## config.mk

```make
export PLATFORM = sky130hd
export DESIGN_NAME = maze_game_core
export DESIGN_NICKNAME = d
export VERILOG_FILES = /design/src/rtl/maze_pkg.sv /design/src/rtl/mod_n.sv /design/src/rtl/maze_game_core.sv
export SDC_FILE = /design/constraint.sdc
export NUM_CORES = 1
export LEC_CHECK = 0
export ABC_CLOCK_PERIOD_IN_PS = 5500
export CORE_UTILIZATION = 50
export DETAILED_ROUTE_END_ITERATION = 16
export PLACE_DENSITY = 0.83
export SYNTH_ARGS = -nofsm -noshare
export SYNTH_HDL_FRONTEND = slang
export SYNTH_SLANG_ARGS = --single-unit
```

## constraint.sdc

```tcl
create_clock -name clk_50MHz_i -period 5.5 [get_ports clk_50MHz_i]
set_input_delay 0.825 -clock clk_50MHz_i [delete_from_list [all_inputs] [get_ports clk_50MHz_i]]
set_output_delay 0.825 -clock clk_50MHz_i [all_outputs]
set_load 0.005 [all_outputs]
```

## src/rtl/maze_pkg.sv

```systemverilog
// Shared definitions for the maze game core: keypad codes, game state
// encoding and the state-to-colour mapping used for VGA gating.
package maze_pkg;

    // Decoded keypad codes that the core reacts to; everything else is ignored.
    localparam logic [3:0] KEY_UP      = 4'h2;
    localparam logic [3:0] KEY_DOWN    = 4'h8;
    localparam logic [3:0] KEY_LEFT    = 4'h4;
    localparam logic [3:0] KEY_RIGHT   = 4'h6;
    localparam logic [3:0] KEY_RESTART = 4'hF;

    typedef enum logic [1:0] {
        ST_PLAY = 2'd0,
        ST_WON  = 2'd1,
        ST_LOST = 2'd2
    } game_state_t;

    typedef struct packed {
        logic red;
        logic green;
        logic blue;
    } colour_t;

    // Exactly one colour is lit for every state; unused encodings fall back to blue.
    function automatic colour_t state_colour(input game_state_t s);
        colour_t c;
        c = '0;
        case (s)
            ST_WON:  c.green = 1'b1;
            ST_LOST: c.red   = 1'b1;
            default: c.blue  = 1'b1;
        endcase
        return c;
    endfunction

endpackage

```

## src/rtl/mod_n.sv

```systemverilog
// Modulo-N counter with enable and synchronous clear. wrap is high during
// the enabled cycle holding N-1, i.e. on the edge where the count rolls over.
module mod_n #(
    parameter int DW = 4,
    parameter int N  = 16
) (
    input  logic clk,
    input  logic rst,
    input  logic en,
    input  logic clr,
    output logic wrap
);

    localparam logic [DW-1:0] LAST = DW'(N - 1);

    logic [DW-1:0] count_q;

    assign wrap = en && (count_q == LAST);

    // Count while enabled, roll over at N-1, clear has priority.
    always_ff @(posedge clk or posedge rst) begin
        if (rst) begin
            count_q <= '0;
        end else if (clr || wrap) begin
            count_q <= '0;
        end else if (en) begin
            count_q <= count_q + 1'b1;
        end
    end

endmodule

```

## src/rtl/maze_game_core.sv

```systemverilog
// Maze game core: player position on a COLS x ROWS grid, step budget,
// collected keys and PLAY/WON/LOST status with timed auto-restart.
//
// Input handshake: key_valid_i is a one-cycle strobe with no back-pressure.
// Every cycle with key_valid_i high is a command; key_i is only looked at
// in that cycle. All outputs change on the edge that samples the strobe.
module maze_game_core
    import maze_pkg::*;
#(
    parameter int COLS      = 8,
    parameter int ROWS      = 4,
    parameter int AW        = $clog2(COLS * ROWS),
    parameter int MAX_STEPS = 20,
    parameter int N_KEYS    = 1,
    parameter logic [N_KEYS*AW-1:0] KEY_POS = '0,
    parameter int EXIT_POS  = COLS * ROWS - 1,
    parameter int START_POS = 0,
    parameter logic [COLS*ROWS-1:0] BLOCKED_MAP = '0,
    parameter int TIMEOUT_CYCLES = 75_000_000
) (
    input  logic                               clk_50MHz_i,
    input  logic                               rst_async_la_i,
    input  logic [3:0]                         key_i,
    input  logic                               key_valid_i,
    output logic [AW-1:0]                      pos_o,
    output logic [$clog2(MAX_STEPS+1)-1:0]     steps_o,
    output logic [N_KEYS-1:0]                  keys_o,
    output logic                               all_keys_o,
    output logic [1:0]                         state_o,
    output logic                               red_o,
    output logic                               green_o,
    output logic                               blue_o,
    output logic                               bump_o,
    output logic                               locked_o
);

    localparam int SW = $clog2(MAX_STEPS + 1);
    localparam int CW = $clog2(COLS);
    localparam int RW = $clog2(ROWS);
    localparam int TW = (TIMEOUT_CYCLES > 1) ? $clog2(TIMEOUT_CYCLES) : 1;

    localparam logic [CW-1:0] COL_LAST   = CW'(COLS - 1);
    localparam logic [RW-1:0] ROW_LAST   = RW'(ROWS - 1);
    localparam logic [CW-1:0] START_COL  = CW'(START_POS % COLS);
    localparam logic [RW-1:0] START_ROW  = RW'(START_POS / COLS);
    localparam logic [AW-1:0] EXIT_CELL  = AW'(EXIT_POS);
    localparam logic [SW-1:0] STEP_LIMIT = SW'(MAX_STEPS);

    logic [RW-1:0]     row_q;
    logic [CW-1:0]     col_q;
    logic [SW-1:0]     steps_q;
    logic [N_KEYS-1:0] keys_q;
    game_state_t       state_q;
    logic              bump_q;
    logic              locked_q;

    logic [RW-1:0]     t_row;
    logic [CW-1:0]     t_col;
    logic [AW-1:0]     t_pos;
    logic              is_move;
    logic              in_grid;
    logic              t_blocked;
    logic [N_KEYS-1:0] key_hit;
    logic [N_KEYS-1:0] keys_next;
    logic [SW-1:0]     steps_next;
    logic              playing;
    logic              move_ok;
    logic              bump_now;
    logic              at_exit;
    logic              win_now;
    logic              locked_now;
    logic              lose_now;
    logic              restart;
    logic              tmr_wrap;
    colour_t           colour;

    // Target cell from the registered row/col; edges never wrap.
    always_comb begin
        t_row   = row_q;
        t_col   = col_q;
        is_move = 1'b0;
        in_grid = 1'b1;
        case (key_i)
            KEY_UP: begin
                is_move = 1'b1;
                if (row_q == '0) in_grid = 1'b0;
                else             t_row   = row_q - 1'b1;
            end
            KEY_DOWN: begin
                is_move = 1'b1;
                if (row_q == ROW_LAST) in_grid = 1'b0;
                else                   t_row   = row_q + 1'b1;
            end
            KEY_LEFT: begin
                is_move = 1'b1;
                if (col_q == '0) in_grid = 1'b0;
                else             t_col   = col_q - 1'b1;
            end
            KEY_RIGHT: begin
                is_move = 1'b1;
                if (col_q == COL_LAST) in_grid = 1'b0;
                else                   t_col   = col_q + 1'b1;
            end
            default: ;
        endcase
    end

    assign t_pos     = AW'(t_row) * AW'(COLS) + AW'(t_col);
    assign t_blocked = in_grid && BLOCKED_MAP[t_pos];

    // Every key whose cell matches the target is picked up together.
    always_comb begin
        key_hit = '0;
        for (int i = 0; i < N_KEYS; i++) begin
            key_hit[i] = (t_pos == KEY_POS[i*AW +: AW]);
        end
    end

    assign playing    = (state_q == ST_PLAY);
    assign move_ok    = key_valid_i && playing && is_move && in_grid && !t_blocked;
    assign bump_now   = key_valid_i && playing && is_move && !(in_grid && !t_blocked);
    assign keys_next  = keys_q | key_hit;
    assign steps_next = steps_q + 1'b1;
    assign at_exit    = (t_pos == EXIT_CELL);
    // The key picked up on this very move counts towards opening the exit.
    assign win_now    = move_ok && at_exit && (&keys_next);
    assign locked_now = move_ok && at_exit && !(&keys_next);
    // Winning on the last step of the budget takes precedence over losing.
    assign lose_now   = move_ok && !win_now && (steps_next == STEP_LIMIT);
    // A restart strobe coinciding with timer expiry collapses into one restart.
    assign restart    = (key_valid_i && (key_i == KEY_RESTART)) || tmr_wrap;

    // End-screen hold timer, running only while WON or LOST.
    mod_n #(
        .DW (TW),
        .N  (TIMEOUT_CYCLES)
    ) u_timeout (
        .clk  (clk_50MHz_i),
        .rst  (rst_async_la_i),
        .en   (!playing),
        .clr  (restart),
        .wrap (tmr_wrap)
    );

    // Game FSM plus position, step, key and pulse registers.
    always_ff @(posedge clk_50MHz_i or posedge rst_async_la_i) begin
        if (rst_async_la_i) begin
            row_q    <= START_ROW;
            col_q    <= START_COL;
            steps_q  <= '0;
            keys_q   <= '0;
            state_q  <= ST_PLAY;
            bump_q   <= 1'b0;
            locked_q <= 1'b0;
        end else begin
            bump_q   <= 1'b0;
            locked_q <= 1'b0;
            if (restart) begin
                row_q   <= START_ROW;
                col_q   <= START_COL;
                steps_q <= '0;
                keys_q  <= '0;
                state_q <= ST_PLAY;
            end else if (move_ok) begin
                row_q    <= t_row;
                col_q    <= t_col;
                steps_q  <= steps_next;
                keys_q   <= keys_next;
                locked_q <= locked_now;
                if (win_now) begin
                    state_q <= ST_WON;
                end else if (lose_now) begin
                    state_q <= ST_LOST;
                end
            end else if (bump_now) begin
                bump_q <= 1'b1;
            end
        end
    end

    assign colour     = state_colour(state_q);
    assign pos_o      = AW'(row_q) * AW'(COLS) + AW'(col_q);
    assign steps_o    = steps_q;
    assign keys_o     = keys_q;
    assign all_keys_o = &keys_q;
    assign state_o    = state_q;
    assign red_o      = colour.red;
    assign green_o    = colour.green;
    assign blue_o     = colour.blue;
    assign bump_o     = bump_q;
    assign locked_o   = locked_q;

endmodule

```

=== After elaboration in Yosys (flattened, before gate mapping) ===
Memories as Yosys holds them, arrays and structs flattened.
Index checks and enable logic that the tools add are counted.

* Add/sub/neg operators: 8
* Order comparisons: 1
* Equal/unequal tests: 13
* Mux-type cells: 35
* Bitwise operators: 1
* Reductions and logical operators: 30

{| class="wikitable"
|+ Operator list
! kind !! count
|-
| $mux W27 || 2
|-
| $add A27 B1 Y27 const B || 1
|-
| $eq A27 B27 Y1 const B || 1
|-
| $mux W1 || 16
|-
| $mux W2 || 8
|-
| $logic_and A1 B1 Y1 || 14
|-
| $mux W3 || 4
|-
| $add A5 B3 Y5 || 2
|-
| $eq A5 B5 Y1 const B || 2
|-
| $mux W5 || 2
|-
| $eq A4 B3 Y1 const B || 2
|-
| $eq A4 B4 Y1 const B || 2
|-
| $lt A5 B6 Y1 const B || 1
|-
| $pmux W3 S2 || 1
|-
| $add A5 B1 Y5 const B || 1
|-
| $logic_not A1 Y1 || 5
|-
| $logic_not A5 Y1 || 1
|-
| $eq A2 B2 Y1 const B || 2
|-
| $eq A4 B2 Y1 const B || 1
|-
| $logic_not A2 Y1 || 2
|-
| $pmux W1 S4 || 1
|-
| $pmux W2 S2 || 1
|-
| $reduce_or A4 Y1 || 1
|-
| $add A3 B1 Y3 const B || 1
|-
| other kinds (13) || 14
|}

* Bits in registers: 42
* ROM bits: 32
* Output and inout bits: 19
* Word-level logic and storage cells: 97
* Memories: 1

{| class="wikitable"
|+ Memories
! memory !! depth !! width !! read ports !! clocked after memory_dff !! write ports !! line !! RTL
|-
| (no name shown) || 32 || 1 || 1 || 0 || 0 || maze_game_core.sv:109 || <nowiki>assign t_blocked = in_grid && BLOCKED_MAP[t_pos];</nowiki>
|}

=== Longest topological paths before layout ===
Gate-level depths: netlist (run 1).

* Depth after elaboration: 18
* Gate-level depth with buffers: 9
* Depth with buffers taken out: 8

=== Cells and area by module ===
From an unflattened synthesis (run 1), not the netlist that was laid out.

* Cells, all modules: 302
* Area total of the unflattened synthesis: 2747.6 um^2

{| class="wikitable"
|+ By module, submodules not included
! module !! times used !! cells an instance !! area each (um^2)
|-
| mod_n || 1 || 173 || 1595.3
|-
| maze_game_core || 1 || 129 || 1152.4
|}

=== Worst setup path after synthesis (run 1) ===
OpenSTA, ideal clock, no wires.

* Path kind: input to register
* Start: in key_i[3]
* End: reg state_q[1], in the netlist state_o[1]
* Arrival time: 2.189 ns
* Setup slack: 3.217 ns
* Stages on the path: 7
* Path buffers: 1
* Path through: buf_2 -> inv_1 -> xnor2_1 -> nor3_2 -> nand2_2 -> a211o_1 -> a211oi_1

* Longest elaborated chain between the ends: 15
* Elaborated cells on any way between the ends: 34
* Classes of those cells: 1 x add/sub; 6 x eq/ne; 8 x mux; 1 x bitwise; 17 x reduce/logical; 1 x memory

{| class="wikitable"
|+ RTL lines
! element !! line !! RTL
|-
| start, declared || maze_game_core.sv:23 || <nowiki>input logic [3:0] key_i,</nowiki>
|-
| $eq A4 B3 Y1 (tied with other cells) || maze_game_core.sv:83 || <nowiki>case (key_i)</nowiki>
|-
| $pmux W3 S2 or $pmux W2 S2 (tied branches) || maze_game_core.sv:83 ||
|-
| $add A5 B3 Y5 || maze_game_core.sv:108 || <nowiki>assign t_pos = AW'(t_row) * AW'(COLS) + AW'(t_col);</nowiki>
|-
| $mem_v2 Z32 W1 || n/a ||
|-
| $mux W1 (not written as such) || maze_game_core.sv:109 ||
|-
| $logic_and A1 B1 Y1 || maze_game_core.sv:109 ||
|-
| $logic_not A1 Y1 || maze_game_core.sv:120 || <nowiki>assign move_ok = key_valid_i && playing && is_move && in_grid && !t_blocked;</nowiki>
|-
| $logic_and A1 B1 Y1 || maze_game_core.sv:120 ||
|-
| $logic_and A1 B1 Y1 (2 in series) || maze_game_core.sv:126 || <nowiki>assign win_now = move_ok && at_exit && (&keys_next);</nowiki>
|-
| $logic_not A1 Y1 || maze_game_core.sv:129 || <nowiki>assign lose_now = move_ok && !win_now && (steps_next == STEP_LIMIT);</nowiki>
|-
| $logic_and A1 B1 Y1 (2 in series) || maze_game_core.sv:129 ||
|-
| $reduce_bool A3 Y1 (no source line) || n/a ||
|-
| $reduce_and A2 Y1 (no source line) || n/a ||
|-
| end signal, assigned || maze_game_core.sv:152 || <nowiki>state_q <= ST_PLAY;</nowiki>
|-
| end signal, assigned || maze_game_core.sv:163 || <nowiki>state_q <= ST_PLAY;</nowiki>
|-
| end signal, assigned || maze_game_core.sv:171 || <nowiki>state_q <= ST_WON;</nowiki>
|-
| end, declared || maze_game_core.sv:53 || <nowiki>game_state_t state_q;</nowiki>
|}

Parallel ways exist; a longest one is shown, timed or not. The select of a mux whose other input is x is not followed.
A chain may end at the register's enable or synchronous reset.

=== Final worst setup path (run 1) ===
Same ends and word-level chain as after synthesis.

==> impl_metrics.env, run 1 <==
export IMPL_status="finished, final reports clean"
export IMPL_antenna_found_initial=0
export IMPL_totalPowerFinal_mw=0.7722
export IMPL_crit_arrival_ns=3.12
export IMPL_postCtsHoldBufs=0
export IMPL_worstSetupStartpointType="primary input"
export IMPL_tritoncts="done"
export IMPL_grt_setup_unrepaired="no"
export IMPL_design_area_sq_um=2889
export IMPL_clockRootBuffer="clkbuf_8"
export IMPL_worst_slack_ns=2.589
export IMPL_cp_end_kind="register"
export IMPL_clkLatencyLatePin_ns=0.30
export IMPL_post_cts_resize_count=0
export IMPL_grt_max_degree=43
export IMPL_nets=305
export IMPL_finalCritPeriodShare_pct=52.92
export IMPL_clockPowerShare_pct=27.3
export IMPL_ir_drop_mv=0.1805
export IMPL_crit_buf_inv=2
export IMPL_synth_seq_cells=42
export IMPL_post_drt_wl_per_cell_um=13.97
export IMPL_powerDensity_nw_per_um2=267.3
export IMPL_synth_edf_count=0
export IMPL_finalMaxSlewViolations=0
export IMPL_synth_seq_area_share_pct=41.83
export IMPL_drive_above_1_share_pct=8.276
export IMPL_finClkSkew_ns=0.01040
export IMPL_layout_cells_non_filler=357
export IMPL_seqPwrFrac_pct=48.2
export IMPL_cts_inserted_buffers=5
export IMPL_holdWs_ns=0.5211
export IMPL_grt_pass1_wl_um=8238
export IMPL_start_util_pct=52.50
export IMPL_n_antenna_cell=0
export IMPL_place_congestion=0.8363
export IMPL_final_util_pct=60.37
export IMPL_syn_nets=283
export IMPL_cts_max_level=2
export IMPL_fmax_mhz=343.5
export IMPL_portBuffers=25
export IMPL_max_cap_violations=0
export IMPL_slew_limit_headroom_pct=38.01
export IMPL_vias=1957
export IMPL_final_hold_viol_count=0
export IMPL_dr_pass1_iters=5
export IMPL_synth_flop_cell="dfrtp_1"
export IMPL_switchingPower_mw=0.2377
export IMPL_criticalPathCategory="in -> reg"
export IMPL_avgSynthCellArea_sq_um=9.410
export IMPL_min_period_ns=2.911
export IMPL_dpl_instance_area_sq_um=2794
export IMPL_tns_ns=0
export IMPL_synth_cell_types=55
export IMPL_finalSetupViolCount=0
export IMPL_power_internal_mw=0.5345
export IMPL_grt_overflow=0
export IMPL_p_sw_share_pct=30.78
export IMPL_ant_nets=0
export IMPL_io_pins=26
export IMPL_clkSinkCount=42
export IMPL_slowest_delay_ns=0.72
export IMPL_viasPerCell=5.482
export IMPL_dp_cells=349
export IMPL_rows=25
export IMPL_synthToLayoutAreaGrowth_pct=14.99
export IMPL_grt_use_total_pct=20.56
export IMPL_drt_iter0_markers=135
export IMPL_async_flop_share_pct=100.0
export IMPL_pwr_share_comb_pct=24.6
export IMPL_die_area_sq_um=5312
export IMPL_synth_cells=267
export IMPL_power_leakage_nw=1.225
export IMPL_tightest_slew_ns=0.9263
export IMPL_die_x_um=72.89
export IMPL_dp_hpwl_um=3492
export IMPL_clkTransAtPathRegs_ns=0.08
export IMPL_hp_class="reg -> reg"
export IMPL_crit_path_max_fanout=13
export IMPL_pre_cts_ws_ns=2.306
export IMPL_critical_path_top_delay_family="buffers and inverters"
export IMPL_clockBufferDepth=2
export IMPL_postCtsSetupRepairBufs=0
export IMPL_cp_required_ns=5.71
export IMPL_dieHeight_um=72.89
export IMPL_syn_cell_area_sq_um=2512
export IMPL_drcViolationCount=0
export IMPL_wl_um=4986
export IMPL_ys_warnings_count=0
export IMPL_slowest_stage="clkdlybuf4s50_1"
export IMPL_core_area_sq_um=4786
export IMPL_path_cells="clkdlybuf4s50_1 > inv_1 > xnor2_1 > nor3_2 > nand2_2 > a211o_1 > a211oi_1"
export IMPL_grt_pass1_vias=1833
==> cell usage in the layout, fill, tap and decap left out, types with 2 or more instances in the layout <==
| cell type | Yosys | routed |
|---|---|---|
| a211oi_1 | 2 | 2 |
| a21oi_1 | 10 | 10 |
| a21oi_2 | 2 | 2 |
| and2_1 | 2 | 2 |
| and3_1 | 5 | 5 |
| and4_1 | 4 | 4 |
| clkbuf_8 | 0 | 6 |
| clkdlybuf4s50_1 | 0 | 25 |
| dfrtp_1 | 42 | 42 |
| ha_1 | 9 | 9 |
| inv_1 | 13 | 13 |
| mux2i_1 | 2 | 2 |
| nand2_1 | 22 | 22 |
| nand2b_1 | 2 | 2 |
| nand3_1 | 20 | 20 |
| nand3b_1 | 3 | 3 |
| nand4_1 | 4 | 4 |
| nor2_1 | 33 | 33 |
| nor3_1 | 4 | 4 |
| nor4_1 | 5 | 5 |
| nor4b_1 | 2 | 2 |
| o21ai_0 | 6 | 6 |
| o22ai_1 | 6 | 6 |
| or2_2 | 2 | 2 |
| or3_1 | 2 | 2 |
| xnor2_1 | 8 | 8 |
| xor2_1 | 20 | 20 |
==> final cells by class <==
class	count	area (sq um)
clock buffer	6	82.58
timing repair buffer	26	257.7
fill	403	1897
inverter	13	48.80
sequential	42	1051
multi-input combinational	201	1353
tap	67	83.83
clock inverter	2	12.51
==> final timing paths <==
path,end,slack (ns),from,cells after the start
setup / recovery,state_o[1],2.59,key_i[3],7
max in group asynchronous,u_timeout.count_q[21],4.19,rst_async_la_i,3
hold reg to reg,locked_o,0.52,all_keys_o,1
min in group asynchronous,u_timeout.count_q[3],0.95,rst_async_la_i,3
setup reg to reg,steps_o[3],2.76,state_o[0],7
hold / removal,locked_o,0.52,all_keys_o,1
==> registers in the layout, indices dropped and copies added (netlist names) <==
register and count:
u_timeout.count_q 27, all_keys_o 1, bump_o 1, col_q 3, row_q 2, steps_o 5
state_o 2, locked_o 1
==> layer usage <==
| metal | global-route usage, % | wire length [um] | vias up |
|---|---|---|---|
| li1 | - | - | 973 |
| met1 | 25.02 | 2336 | 937 |
| met2 | 35.41 | 2414 | 42 |
| met3 | 5.387 | 173 | 5 |
| met4 | 6.972 | 62 | 0 |
| met5 | 0 | 0 | - |
==> power by group through the flow <==
stage	logic, mW	registers, mW	clock network (mW)
3_5_place_dp	0.188	0.377	0
5_1_grt	0.211	0.377	0.227
3_3_place_gp	0.185	0.376	0
6_report	0.190	0.372	0.211
4_1_cts	0.189	0.371	0.213
2_1_floorplan	0.121	0.365	0
==> synth_stat cells (3+ instances only) <==
| master | count | share of area [%] |
|---|---|---|
| a21oi_1 | 10 | 2.0 |
| nand3b_1 | 3 | 0.90 |
| inv_1 | 13 | 1.9 |
| nor4_1 | 5 | 1.2 |
| clkbuf_1 | 3 | 0.45 |
| xor2_1 | 20 | 7.0 |
| xnor2_1 | 8 | 2.8 |
| nand4_1 | 4 | 1.0 |
| and4_1 | 4 | 1.4 |
| buf_2 | 3 | 0.60 |
| nand3_1 | 20 | 4.0 |
| nor2_1 | 33 | 4.9 |
| nor3_1 | 4 | 0.80 |
| o22ai_1 | 6 | 1.5 |
| and3_1 | 5 | 1.2 |
| nand2_1 | 22 | 3.3 |
| dfrtp_1 | 42 | 42 |
| ha_1 | 9 | 4.5 |
| o21ai_0 | 6 | 1.2 |
| buf_4 | 4 | 1.2 |
==> cells by family after synthesis <==
kind of cell | synth area share (%)
AND/OR/NAND/NOR | 25.70
buffers and inverters | 4.332
adder cells (fa/ha/maj) | 4.482
XOR/XNOR | 9.761
flip-flops | 41.83
multiplexers | 0.7968
AO/OA/AOI/OAI | 13.10
Note: power is estimated with default switching activity, not from simulation.
==> run 2: changes to the inputs <==
--- a/config.mk
+++ b/config.mk
@@ -5,7 +5,7 @@
 export SDC_FILE = /design/constraint.sdc
 export NUM_CORES = 1
 export LEC_CHECK = 0
-export ABC_CLOCK_PERIOD_IN_PS = 5500
+export ABC_CLOCK_PERIOD_IN_PS = 2700
 export CORE_UTILIZATION = 50
 export DETAILED_ROUTE_END_ITERATION = 16
 export PLACE_DENSITY = 0.83
==> constraint.sdc (replaced) <==
create_clock -name clk_50MHz_i -period 2.7 [get_ports clk_50MHz_i]
set_input_delay 0.405 -clock clk_50MHz_i [delete_from_list [all_inputs] [get_ports clk_50MHz_i]]
set_output_delay 0.405 -clock clk_50MHz_i [all_outputs]
set_load 0.005 [all_outputs]
==> run 2 against run 1 <==
Sequential cell count unchanged. Sequential power increased by 100%. Final area increased by 2.6%. Largest power group unchanged. Critical endpoint unchanged. Global-route usage increased by 0.88 points. First-iteration DRC count increased by 5.2%. Largest cell class unchanged. Critical path type unchanged.
==> impl_metrics.env, run 2 (synthesis results as in run 1) <==
export IMPL_cp_required_ns=2.90
export IMPL_p_sw_share_pct=30.45
export IMPL_nets=315
export IMPL_dp_hpwl_um=3708
export IMPL_clockPowerShare_pct=26.7
export IMPL_dr_pass1_iters=4
export IMPL_slowest_stage="clkdlybuf4s50_1"
export IMPL_powerDensity_nw_per_um2=531.6
export IMPL_wl_um=5061
export IMPL_clockRootBuffer="clkbuf_8"
export IMPL_path_cells="clkdlybuf4s50_1 > nand2b_1 > nor3_1 > o31ai_4 > nand2_2 > a211o_1 > a211oi_1"
export IMPL_cts_max_level=2
export IMPL_grt_overflow=0
export IMPL_hold_path_depth=2
export IMPL_r2r_cells=8
export IMPL_pre_cts_ws_ns=0.06819
export IMPL_synthToLayoutAreaGrowth_pct=17.98
export IMPL_power_internal_mw=1.096
export IMPL_final_hold_viol_count=0
export IMPL_largest_reg_flops=27
export IMPL_place_congestion=0.8759
export IMPL_switchingPower_mw=0.4797
export IMPL_finalMaxSlewViolations=0
export IMPL_clkLatencyLatePin_ns=0.30
export IMPL_antenna_found_initial=0
export IMPL_seqPwrFrac_pct=48.1
export IMPL_drt_iter0_markers=142
export IMPL_grt_pass1_wl_um=8818
export IMPL_status="finished, final reports clean"
export IMPL_fmax_mhz=422.4
export IMPL_worst_slack_ns=0.3325
export IMPL_postCtsHoldBufs=0
export IMPL_cts_inserted_buffers=5
export IMPL_finalCritPeriodShare_pct=87.68
export IMPL_start_util_pct=52.50
export IMPL_post_drt_wl_per_cell_um=13.79
export IMPL_drive_above_1_share_pct=11.33
export IMPL_tritoncts="done"
export IMPL_drcViolationCount=0
export IMPL_die_x_um=72.89
export IMPL_viasPerCell=5.531
export IMPL_finalSetupViolCount=0
export IMPL_ant_nets=0
export IMPL_r2r_end="state_o[1]"
export IMPL_power_leakage_nw=1.275
export IMPL_portBuffers=25
export IMPL_criticalPathCategory="in -> reg"
export IMPL_grt_setup_unrepaired="no"
export IMPL_rows=25
export IMPL_mostFrequentLayoutCells="dfrtp_1, nor2_1, clkdlybuf4s50_1, nand2_1"
export IMPL_min_from="u_timeout.count_q[26]"
export IMPL_pwr_share_comb_pct=25.2
export IMPL_startpoint="key_i[3]"
export IMPL_cp_end_kind="register"
export IMPL_post_cts_resize_count=0
export IMPL_vias=2030
export IMPL_min_to="u_timeout.count_q[26]"
export IMPL_n_antenna_cell=0
export IMPL_clockBufferDepth=2
export IMPL_die_area_sq_um=5312
export IMPL_max_cap_violations=0
export IMPL_grt_use_total_pct=21.44
export IMPL_io_pins=26
export IMPL_dpl_instance_area_sq_um=2869
export IMPL_ir_drop_mv=0.3136
export IMPL_reg2reg_from="col_q[1]"
export IMPL_clkSinkCount=42
export IMPL_grt_max_degree=43
export IMPL_crit_arrival_ns=2.57
export IMPL_tns_ns=0
export IMPL_dieHeight_um=72.89
export IMPL_hp_class="reg -> reg"
export IMPL_fillers=406
export IMPL_postCtsSetupRepairBufs=0
export IMPL_worstSetupStartpointType="primary input"
export IMPL_grt_pass1_vias=1998
export IMPL_design_area_sq_um=2964
export IMPL_clkTransAtPathRegs_ns=0.08
export IMPL_core_area_sq_um=4786
export IMPL_min_period_ns=2.367
export IMPL_regMostFlops="u_timeout.count_q"
export IMPL_slowest_delay_ns=0.63
export IMPL_finClkSkew_ns=0.01012
export IMPL_r2r_slack_ns=0.49
export IMPL_crit_path_max_fanout=9
export IMPL_slew_limit_headroom_pct=64.59
export IMPL_layout_commonest_cell="dfrtp_1"
export IMPL_tightest_slew_ns=0.5311
## run 2: cell count changes in the layout (fill, tap and decap cells not counted)
cell,before,now
buf_4,1,11
## run 2: final cells by class
| type | count | area, sq um | share of cell area (%) |
|---|---|---|---|
| Timing Repair Buffer | 36 | 332.8 | 11.23 |
| Sequential cell | 42 | 1051 | 35.46 |
| Multi-Input combinational cell | 201 | 1353 | 45.63 |
| Clock inverter | 2 | 12.51 | 0.4221 |
| Inverter | 13 | 48.80 | 1.646 |
| Tap cell | 67 | 83.83 | 2.828 |
| Clock buffer | 6 | 82.58 | 2.786 |
## run 2: routing by layer
metal / up-vias / track usage (%) / part of all wire, %
met5: - / 0 / 0
met4: 0 / 5.882 / 1.2
met3: 9 / 3.729 / 3.1
met2: 42 / 38.63 / 50
met1: 985 / 26.39 / 46
li1: 994 / - / -
## run 2: critical path: cells and delay by family
family                 cells  cell delay (ns)
and+or+nand+nor            3             0.57
buffers and inverters      1             0.63
AOI/OAI and AO/OA          3             0.97
## run 2: how the worst max path moves through the flow
stage / slack (ns) / end / cells past startpoint
after floorplan: 0.60 / state_o[1] / 8
after global placement: 0.17 / state_o[1] / 7
after detailed placement: 0.07 / state_o[1] / 7
after CTS: 0.36 / state_o[1] / 7
after global routing: 0.17 / state_o[1] / 7
final: 0.33 / state_o[1] / 7
## run 2: stage by stage
| stage | hold slack [ns] | util [%] | power (mW) | instances |
|---|---|---|---|---|
| 6_report | 0.5381 | 61.93 | 1.576 | 367 |
| 5_1_grt | 0.5520 | 61.93 | 1.657 | 367 |
| 4_1_cts | 0.5496 | 61.93 | 1.586 | 367 |
| 3_5_place_dp | 0.5232 | 59.95 | 1.165 | 359 |
| 3_3_place_gp | 0.5098 | 59.95 | 1.150 | 359 |
| 2_1_floorplan | 0.4777 | - | 0.9902 | 267 |
## run 2: power groups by stage
| stage | Combinational (mW) | Sequential (mW) | Clock (mW) |
|---|---|---|---|
| floorplan | 0.247 | 0.743 | 0 |
| global placement | 0.385 | 0.765 | 0 |
| detailed placement | 0.393 | 0.771 | 0 |
| CTS | 0.397 | 0.758 | 0.432 |
| global route | 0.441 | 0.768 | 0.448 |
| finish | 0.397 | 0.758 | 0.421 |
